$ cat config.mk
export PLATFORM = sky130hd
export DESIGN_NAME = instr_fetch_unit
export DESIGN_NICKNAME = d
export VERILOG_FILES = /design/src/rtl/fetch_pkg.sv /design/src/rtl/fetch_fifo.sv /design/src/rtl/instr_fetch_unit.sv
export SDC_FILE = /design/constraint.sdc
export NUM_CORES = 1
export LEC_CHECK = 0
export CAP_MARGIN = 20
export CELL_PAD_IN_SITES_DETAIL_PLACEMENT = 0
export CELL_PAD_IN_SITES_GLOBAL_PLACEMENT = 1
export CORE_ASPECT_RATIO = 2
export CORE_UTILIZATION = 42
export CTS_CLUSTER_SIZE = 8
export DETAILED_ROUTE_END_ITERATION = 8
export GPL_ROUTABILITY_DRIVEN = 1
export GPL_TIMING_DRIVEN = 0
export HOLD_SLACK_MARGIN = 0.1
export PLACE_DENSITY_LB_ADDON = 0.1
export SYNTH_ARGS = -nofsm -noshare
export SYNTH_HDL_FRONTEND = slang
export SYNTH_HIERARCHICAL = 1
export SYNTH_SLANG_ARGS = --single-unit
export TNS_END_PERCENT = 50
$ cat constraint.sdc
create_clock -name clk -period 2.9 [get_ports clk]
set_input_delay 0.87 -clock clk [delete_from_list [all_inputs] [get_ports clk]]
set_output_delay 0.87 -clock clk [all_outputs]
set_load 0.05 [all_outputs]
$ cat src/rtl/fetch_pkg.sv
// Shared widths, FIFO depth, FSM state encoding and FIFO entry layout
// for the instruction fetch unit.
package fetch_pkg;
    localparam int PC_W        = 72;
    localparam int INSTR_W     = 60;
    localparam int FETCH_DEPTH = 2;
    localparam int CNT_W       = $clog2(FETCH_DEPTH + 1);

    typedef enum logic [1:0] {
        IDLE = 2'd0,
        REQ  = 2'd1,
        WAIT = 2'd2
    } fetch_state_t;

    typedef struct packed {
        logic [PC_W-1:0]    pc;
        logic [INSTR_W-1:0] instr;
    } fetch_entry_t;
endpackage

$ cat src/rtl/fetch_fifo.sv
// Shift-register FIFO: entry 0 is always the head, so an emptied FIFO keeps
// showing the last word it held.
module fetch_fifo #(
    parameter int WIDTH = 8,
    parameter int DEPTH = 2
) (
    input  logic                       clk,
    input  logic                       rst,
    input  logic                       i_flush,
    input  logic                       i_push,
    input  logic                       i_pop,
    input  logic [WIDTH-1:0]           i_data,
    output logic [WIDTH-1:0]           o_head,
    output logic [$clog2(DEPTH+1)-1:0] o_count
);
    localparam int CNT_W = $clog2(DEPTH + 1);

    logic [WIDTH-1:0] r_mem [DEPTH];
    logic [CNT_W-1:0] r_count;
    logic             w_pop;
    logic             w_push;
    logic [CNT_W-1:0] w_wr_idx;

    // A pop frees a slot in the same cycle, so push-while-full is legal with a pop.
    assign w_pop    = i_pop && (r_count != '0);
    assign w_push   = i_push && ((r_count != CNT_W'(DEPTH)) || w_pop);
    assign w_wr_idx = r_count - CNT_W'(w_pop);

    // NOTE: state uses non-blocking assignments so every slot samples pre-edge values.
    always_ff @(posedge clk or negedge rst) begin
        if (!rst) begin
            r_count <= '0;
            // NOTE: storage is reset because the head drives outputs that must read 0 in reset.
            for (int i = 0; i < DEPTH; i++) r_mem[i] <= '0;
        end else if (i_flush) begin
            r_count <= '0;
        end else begin
            r_count <= r_count + CNT_W'(w_push) - CNT_W'(w_pop);
            for (int i = 0; i < DEPTH - 1; i++) begin
                if (w_pop && (CNT_W'(i + 1) < r_count)) r_mem[i] <= r_mem[i+1];
            end
            for (int i = 0; i < DEPTH; i++) begin
                if (w_push && (CNT_W'(i) == w_wr_idx)) r_mem[i] <= i_data;
            end
        end
    end

    assign o_head  = r_mem[0];
    assign o_count = r_count;
endmodule

$ cat src/rtl/instr_fetch_unit.sv
// Instruction fetch: one outstanding memory request, 2-entry prefetch FIFO,
// redirect flushes queued words and discards any in-flight response.
module instr_fetch_unit
    import fetch_pkg::*;
(
    input  logic               clk,
    input  logic               rst,
    input  logic [PC_W-1:0]    pc,
    input  logic               redirect,
    output logic               pc_adv,
    output logic               imem_req,
    output logic [PC_W-1:0]    imem_addr,
    input  logic               imem_gnt,
    input  logic               imem_rvalid,
    input  logic [INSTR_W-1:0] imem_rdata,
    output logic               if_valid,
    output logic [INSTR_W-1:0] if_instr,
    output logic [PC_W-1:0]    if_pc,
    input  logic               id_ready
);
    fetch_state_t     r_state;
    fetch_state_t     w_state_nxt;
    logic [PC_W-1:0]  r_addr;
    logic [PC_W-1:0]  r_saved_pc;
    logic             r_discard;
    logic             w_discard_nxt;
    logic             w_capture;
    logic             w_push;
    logic             w_pop;
    logic [CNT_W-1:0] w_count;
    fetch_entry_t     w_head;
    fetch_entry_t     w_push_entry;

    always_comb begin
        // NOTE: every output of this block gets a default first so no latch is inferred.
        w_state_nxt   = r_state;
        w_discard_nxt = r_discard;
        w_capture     = 1'b0;
        w_push        = 1'b0;
        imem_req      = 1'b0;
        pc_adv        = 1'b0;
        case (r_state)
            IDLE: begin
                if ((w_count < CNT_W'(FETCH_DEPTH)) && !redirect) begin
                    w_state_nxt = REQ;
                    w_capture   = 1'b1;
                end
            end
            REQ: begin
                imem_req = 1'b1;
                if (imem_gnt) begin
                    w_state_nxt   = WAIT;
                    w_discard_nxt = redirect;
                    pc_adv        = !redirect;
                end else if (redirect) begin
                    w_state_nxt = IDLE;
                end
            end
            WAIT: begin
                if (imem_rvalid) begin
                    w_push        = !(r_discard || redirect);
                    w_discard_nxt = 1'b0;
                    w_state_nxt   = IDLE;
                end else if (redirect) begin
                    w_discard_nxt = 1'b1;
                end
            end
            default: w_state_nxt = IDLE;
        endcase
    end

    always_ff @(posedge clk or negedge rst) begin
        if (!rst) begin
            r_state    <= IDLE;
            r_addr     <= '0;
            r_saved_pc <= '0;
            r_discard  <= 1'b0;
        end else begin
            r_state   <= w_state_nxt;
            r_discard <= w_discard_nxt;
            if (w_capture) begin
                r_addr     <= pc;
                r_saved_pc <= pc;
            end
        end
    end

    assign w_push_entry = '{pc: r_saved_pc, instr: imem_rdata};
    assign w_pop        = if_valid && id_ready;

    fetch_fifo #(
        .WIDTH ($bits(fetch_entry_t)),
        .DEPTH (FETCH_DEPTH)
    ) u_fifo (
        .clk     (clk),
        .rst     (rst),
        .i_flush (redirect),
        .i_push  (w_push),
        .i_pop   (w_pop),
        .i_data  (w_push_entry),
        .o_head  (w_head),
        .o_count (w_count)
    );

    assign imem_addr = r_addr;
    assign if_valid  = (w_count != '0);
    assign if_instr  = w_head.instr;
    assign if_pc     = w_head.pc;
endmodule

==> qor_table.md <==
| Step | Quantity | This run |
|:---|:---|:---|
| layout | Fill cell instance count of the final layout | 3,102 |
| placement | Gpl congestion | 0.7326 |
| clocking | Maximum level of the CTS H-tree | 2 |
| clocking | Maximum count of clock buffers along a single path | 3 |
| setup path | Highest net fanout along the worst path | 4 |
| clocking | TritonCTS clock tree | done |
| die | Effective utilization at floorplan | 42.75% |
| die | DIE HEIGHT | 277.5 um |
| route | First drt pass iteration count | 5 |
| sta | Share of the clock period used by the worst path | 96.09% |
| power and ir drop | Sequential share of power | 40.6% |
| setup path | Kind of critical path | input pin to primary output |
| setup path | Reg-to-reg startpoint | u_fifo/o_count[1] |
| setup path | Cells along the critical path | clkdlybuf4s50_1 > nand2_1 > nor3_1 > buf_2 |
| placement | Post-Place Setup Slack | -1.415 ns |
| die | Boundary Pins | 345 |
| setup path | Slack of the worst reg-to-reg path | 0.13 ns |
| job | Number of maximum-capacitance constraint violations | 0 |
| setup path | Worst setup path endpoint | pc_adv |
| grt | All-layer global routing usage | 19.15% |
| layout | Final standard cell utilization of the core | 57.22% |
| setup path | Highest cell delay on the worst timing path | 0.48 ns |
| layout | Total non-filler cell area in the finished layout | 21,340 um2 |
| sta | Final Hold Fails | 0 |
| sta | Max Fclk | 358.9 MHz |
| power and ir drop | Proportion of power drawn by the clock network | 35.0% |
| synth | Synthesized Nets | 1,166 |
| clocking | Clock transition time at the flip-flop clock pins of the worst setup and hold paths | 0.05 ns |
| power and ir drop | Combinational power share | 24.5% |
| route | Wire length reported by the detailed router | 36,130 um |
| route | Count of nets left with antenna violations after detail routing | 0 |
| layout | Most frequent standard cell in the layout excluding fill and tap cells | sky130_fd_sc_hd__dfrtp_1 |
| sta | Final setup violation count | 0 |
| setup path | Number of gates on the worst path with buffers counted | 4 |
| placement | Cell area after placement | 20,040 um2 |
| synth | Fraction of the yosys area taken by sequential cells | 53.54% |
| setup path | Beginning of the critical path | imem_gnt |
| placement | Count of buffers from port buffering | 344 |
| setup path | Cell family contributing the most delay on the critical path | buffers and inverters |
| sta | Total Neg Setup Slack | 0 ns |
| power and ir drop | Pwr dens | 648.1 nW/um2 |
| synth | Mapped Cells | 1,026 |
| setup path | Arrival time of data at the critical path endpoint | 1.92 ns |
| sta | Worst Clk Skew | 0.01299 ns |
| die | Number of cell rows | 100 |
| route | Starting DRT DRC Count | 213 |
| route | Vias per cell | 4.895 |
| sta | Transition at the pin with the smallest max-transition slack | 0.9017 ns |
| sta | Setup slack of the critical path after layout | 0.1134 ns |
| clocking | Root Driver | sky130_fd_sc_hd__clkbuf_16 |
| synth | Count of yosys warnings during synthesis | 6 |
| die | Die area | 38,780 um2 |
| die | Core Footprint | 37,290 um2 |
| setup path | Critical path data required time | 2.03 ns |
| placement | Post-detail-place hpwl | 25,740 um |
| sta | Slew HR | 39.43% |
| synth | Post-synthesis cell area | 15,940 um2 |
| sta | RSZ-0062 raised after global routing | no |
| setup path | Worst-path cell with the longest stage delay | sky130_fd_sc_hd__clkdlybuf4s50_1 |
| synth | Synth Area per Inst | 15.54 um2 |
| run status | Result of the run | finished, final reports clean |
| setup path | Number of cells on the worst reg-to-reg path | 9 |
| synth | Register bit count reported by yosys | 341 |
| hold path | Path category of the worst min-delay check | input pin to asynchronous set/reset pin |
| grt | Remaining Overflow, GRT | 0 |
| route | Via total after detailed routing | 9,228 |
| grt | Wire length of the first global-routing pass | 57,710 um |
| synth | Netlist cell types | 32 |
| power and ir drop | Power dissipated by switching net loads | 4.237 mW |
| grt | Via count of the first global-routing pass | 10,030 |
| sta | Minimum period implied by the final worst setup slack | 2.787 ns |
| layout | Most used cells in the layout excluding fill and tap cells | sky130_fd_sc_hd__dfrtp_1, sky130_fd_sc_hd__clkdlybuf4s50_1, sky130_fd_sc_hd__mux2_2 |
| setup path | Startpoint type of the worst setup path | input pin |
| setup path | Critical path buffers and inverters | 2 |
| layout | Number of nets in the final layout | 1,565 |
| clocking | Clk Latency, worst-skew pair | 0.54 ns |
| route | WL per Instance | 19.17 um |
| grt | Maximum number of pins on one net before global-route repair | 117 |
| setup path | Critical R2R Capture | u_fifo/o_head[43] |
| setup path | Type of destination of the critical path | primary output |
| layout | Layout cell share with drive strength beyond 1 | 44.56% |
| sta | Max-slew violations | 0 |
| power and ir drop | Largest voltage drop on the vdd net | 0.6523 mV |
| grt | Initial antenna violation count | 1 |
| power and ir drop | Switching Share | 30.63% |
| clocking | Number of buffers inserted during clock tree synthesis | 48 |
| die | Die boundary width | 139.8 um |
| clocking | Sink Count | 341 |
| power and ir drop | Cell internal pwr | 9.593 mW |
| layout | Area growth from synthesis to final layout | 33.86% |
| route | Number of remaining DRC errors | 0 |
| power and ir drop | Static Leakage | 10.63 nW |
## worst min path at each step
stage                                  from                 to  slack, ns  cells after the start
after floorplan             u_fifo/r_mem[0]    u_fifo/r_mem[0]       0.47                      1
after global placement      u_fifo/r_mem[9]    u_fifo/r_mem[9]       0.48                      1
after detailed placement  u_fifo/r_mem[129]  u_fifo/r_mem[129]       0.49                      1
after CTS                               rst     r_saved_pc[12]       0.29                      1
after global routing                    rst     r_saved_pc[16]       0.31                      1
final                                   rst     r_saved_pc[12]       0.30                      1
## registers in the layout, summed over array words and instances (netlist names)
name and count:
u_fifo/o_count 2, u_fifo/r_mem 132, r_saved_pc 72, u_fifo/o_head 132, r_discard 1, r_state 2
## worst register-to-register path: cells and delay by family (launching register included)
| kind | cells | cell delay, ns |
|---|---|---|
| buf+inv | 2 | 0.48 |
| fa+ha+maj | 1 | 0.33 |
| compound gates | 1 | 0.11 |
| mux | 2 | 0.61 |
| simple gates | 3 | 0.68 |
| flops | 1 | 0.46 |
## routing by layer
layer	vias to the layer above	track usage, %	routed length, um
met4	0	6.734	893
li1	4244	-	-
met5	-	0	0
met2	243	34.95	19610
met3	50	4.816	2082
met1	4691	21.27	13550
## power by group through the flow
stage | Sequential (mW) | Clock (mW) | Combinational [mW]
after CTS | 5.62 | 5.03 | 3.43
after global placement | 5.68 | 0 | 3.38
final | 5.61 | 4.84 | 3.38
after global routing | 5.68 | 5.20 | 3.53
after floorplan | 6.50 | 0 | 1.25
after detailed placement | 5.69 | 0 | 3.41
## cells in the mapped netlist
master | number | area [um2]
sky130_fd_sc_hd__dfrtp_1 | 341 | 8533
sky130_fd_sc_hd__mux2_2 | 278 | 3131
sky130_fd_sc_hd__buf_4 | 146 | 1096
sky130_fd_sc_hd__mux2_4 | 110 | 1652
sky130_fd_sc_hd__mux2_1 | 80 | 900.9
sky130_fd_sc_hd__buf_2 | 19 | 95.09
sky130_fd_sc_hd__buf_12 | 9 | 180.2
sky130_fd_sc_hd__buf_6 | 9 | 101.4
sky130_fd_sc_hd__nor2_1 | 4 | 15.01
sky130_fd_sc_hd__nor2b_1 | 4 | 25.02
sky130_fd_sc_hd__inv_1 | 3 | 11.26
sky130_fd_sc_hd__ha_1 | 2 | 25.02
sky130_fd_sc_hd__nand2_1 | 2 | 7.510
sky130_fd_sc_hd__a2111oi_0 | 1 | 8.760
sky130_fd_sc_hd__a21oi_1 | 1 | 5.000
sky130_fd_sc_hd__a21oi_2 | 1 | 8.760
sky130_fd_sc_hd__a222oi_1 | 1 | 10.01
sky130_fd_sc_hd__and2_1 | 1 | 6.260
sky130_fd_sc_hd__clkbuf_2 | 1 | 5.000
sky130_fd_sc_hd__nand2b_1 | 1 | 6.260
sky130_fd_sc_hd__nand3b_4 | 1 | 20.02
sky130_fd_sc_hd__nand4bb_1 | 1 | 11.26
sky130_fd_sc_hd__nor3_1 | 1 | 5.000
sky130_fd_sc_hd__nor3b_1 | 1 | 7.510
sky130_fd_sc_hd__nor4_4 | 1 | 21.27
sky130_fd_sc_hd__nor4b_1 | 1 | 8.760
sky130_fd_sc_hd__o21a_1 | 1 | 7.510
sky130_fd_sc_hd__o21ai_0 | 1 | 5.000
sky130_fd_sc_hd__o22ai_1 | 1 | 6.260
sky130_fd_sc_hd__or2_2 | 1 | 6.260
sky130_fd_sc_hd__xnor2_1 | 1 | 8.760
sky130_fd_sc_hd__xor2_1 | 1 | 8.760
## what timing repair did
item	CTS	global route
pin swaps	1	0
setup buffers	2	0
hold buffers	0	0
setup endpoints to repair	215	101
gates resized for setup	15	11
## stage by stage
stage / hold slack [ns] / power, mW / std cells
after global placement: 0.4809 / 9.060 / 1829
after detailed placement: 0.4891 / 9.104 / 1832
after CTS: 0.2943 / 14.07 / 1884
after global routing: 0.3145 / 14.42 / 1885
final: 0.2957 / 13.83 / 1885
after floorplan: 0.4736 / 7.758 / 1026
## cell families after synthesis
family / share of synthesized area [%]
xor+xnor: 0.1099
simple gates: 0.8792
mux: 35.65
fa+ha+maj: 0.1570
compound gates: 0.3219
flops: 53.54
buf+inv: 9.341
## cell type report
cell class                 count  area, um2  area share, %
sequential                   341       8534          40.00
multi-input combinational    498       5939          27.84
timing repair buffer         349       3537          16.58
buffer                       184       1506          7.060
clock buffer                  49       1226          5.747
tap                          459      574.3          2.692
inverter                       3      11.26        0.05278
clock inverter                 1      5.005        0.02346
antenna                        1      2.502        0.01173
Note: power is estimated with default switching activity, not from simulation.
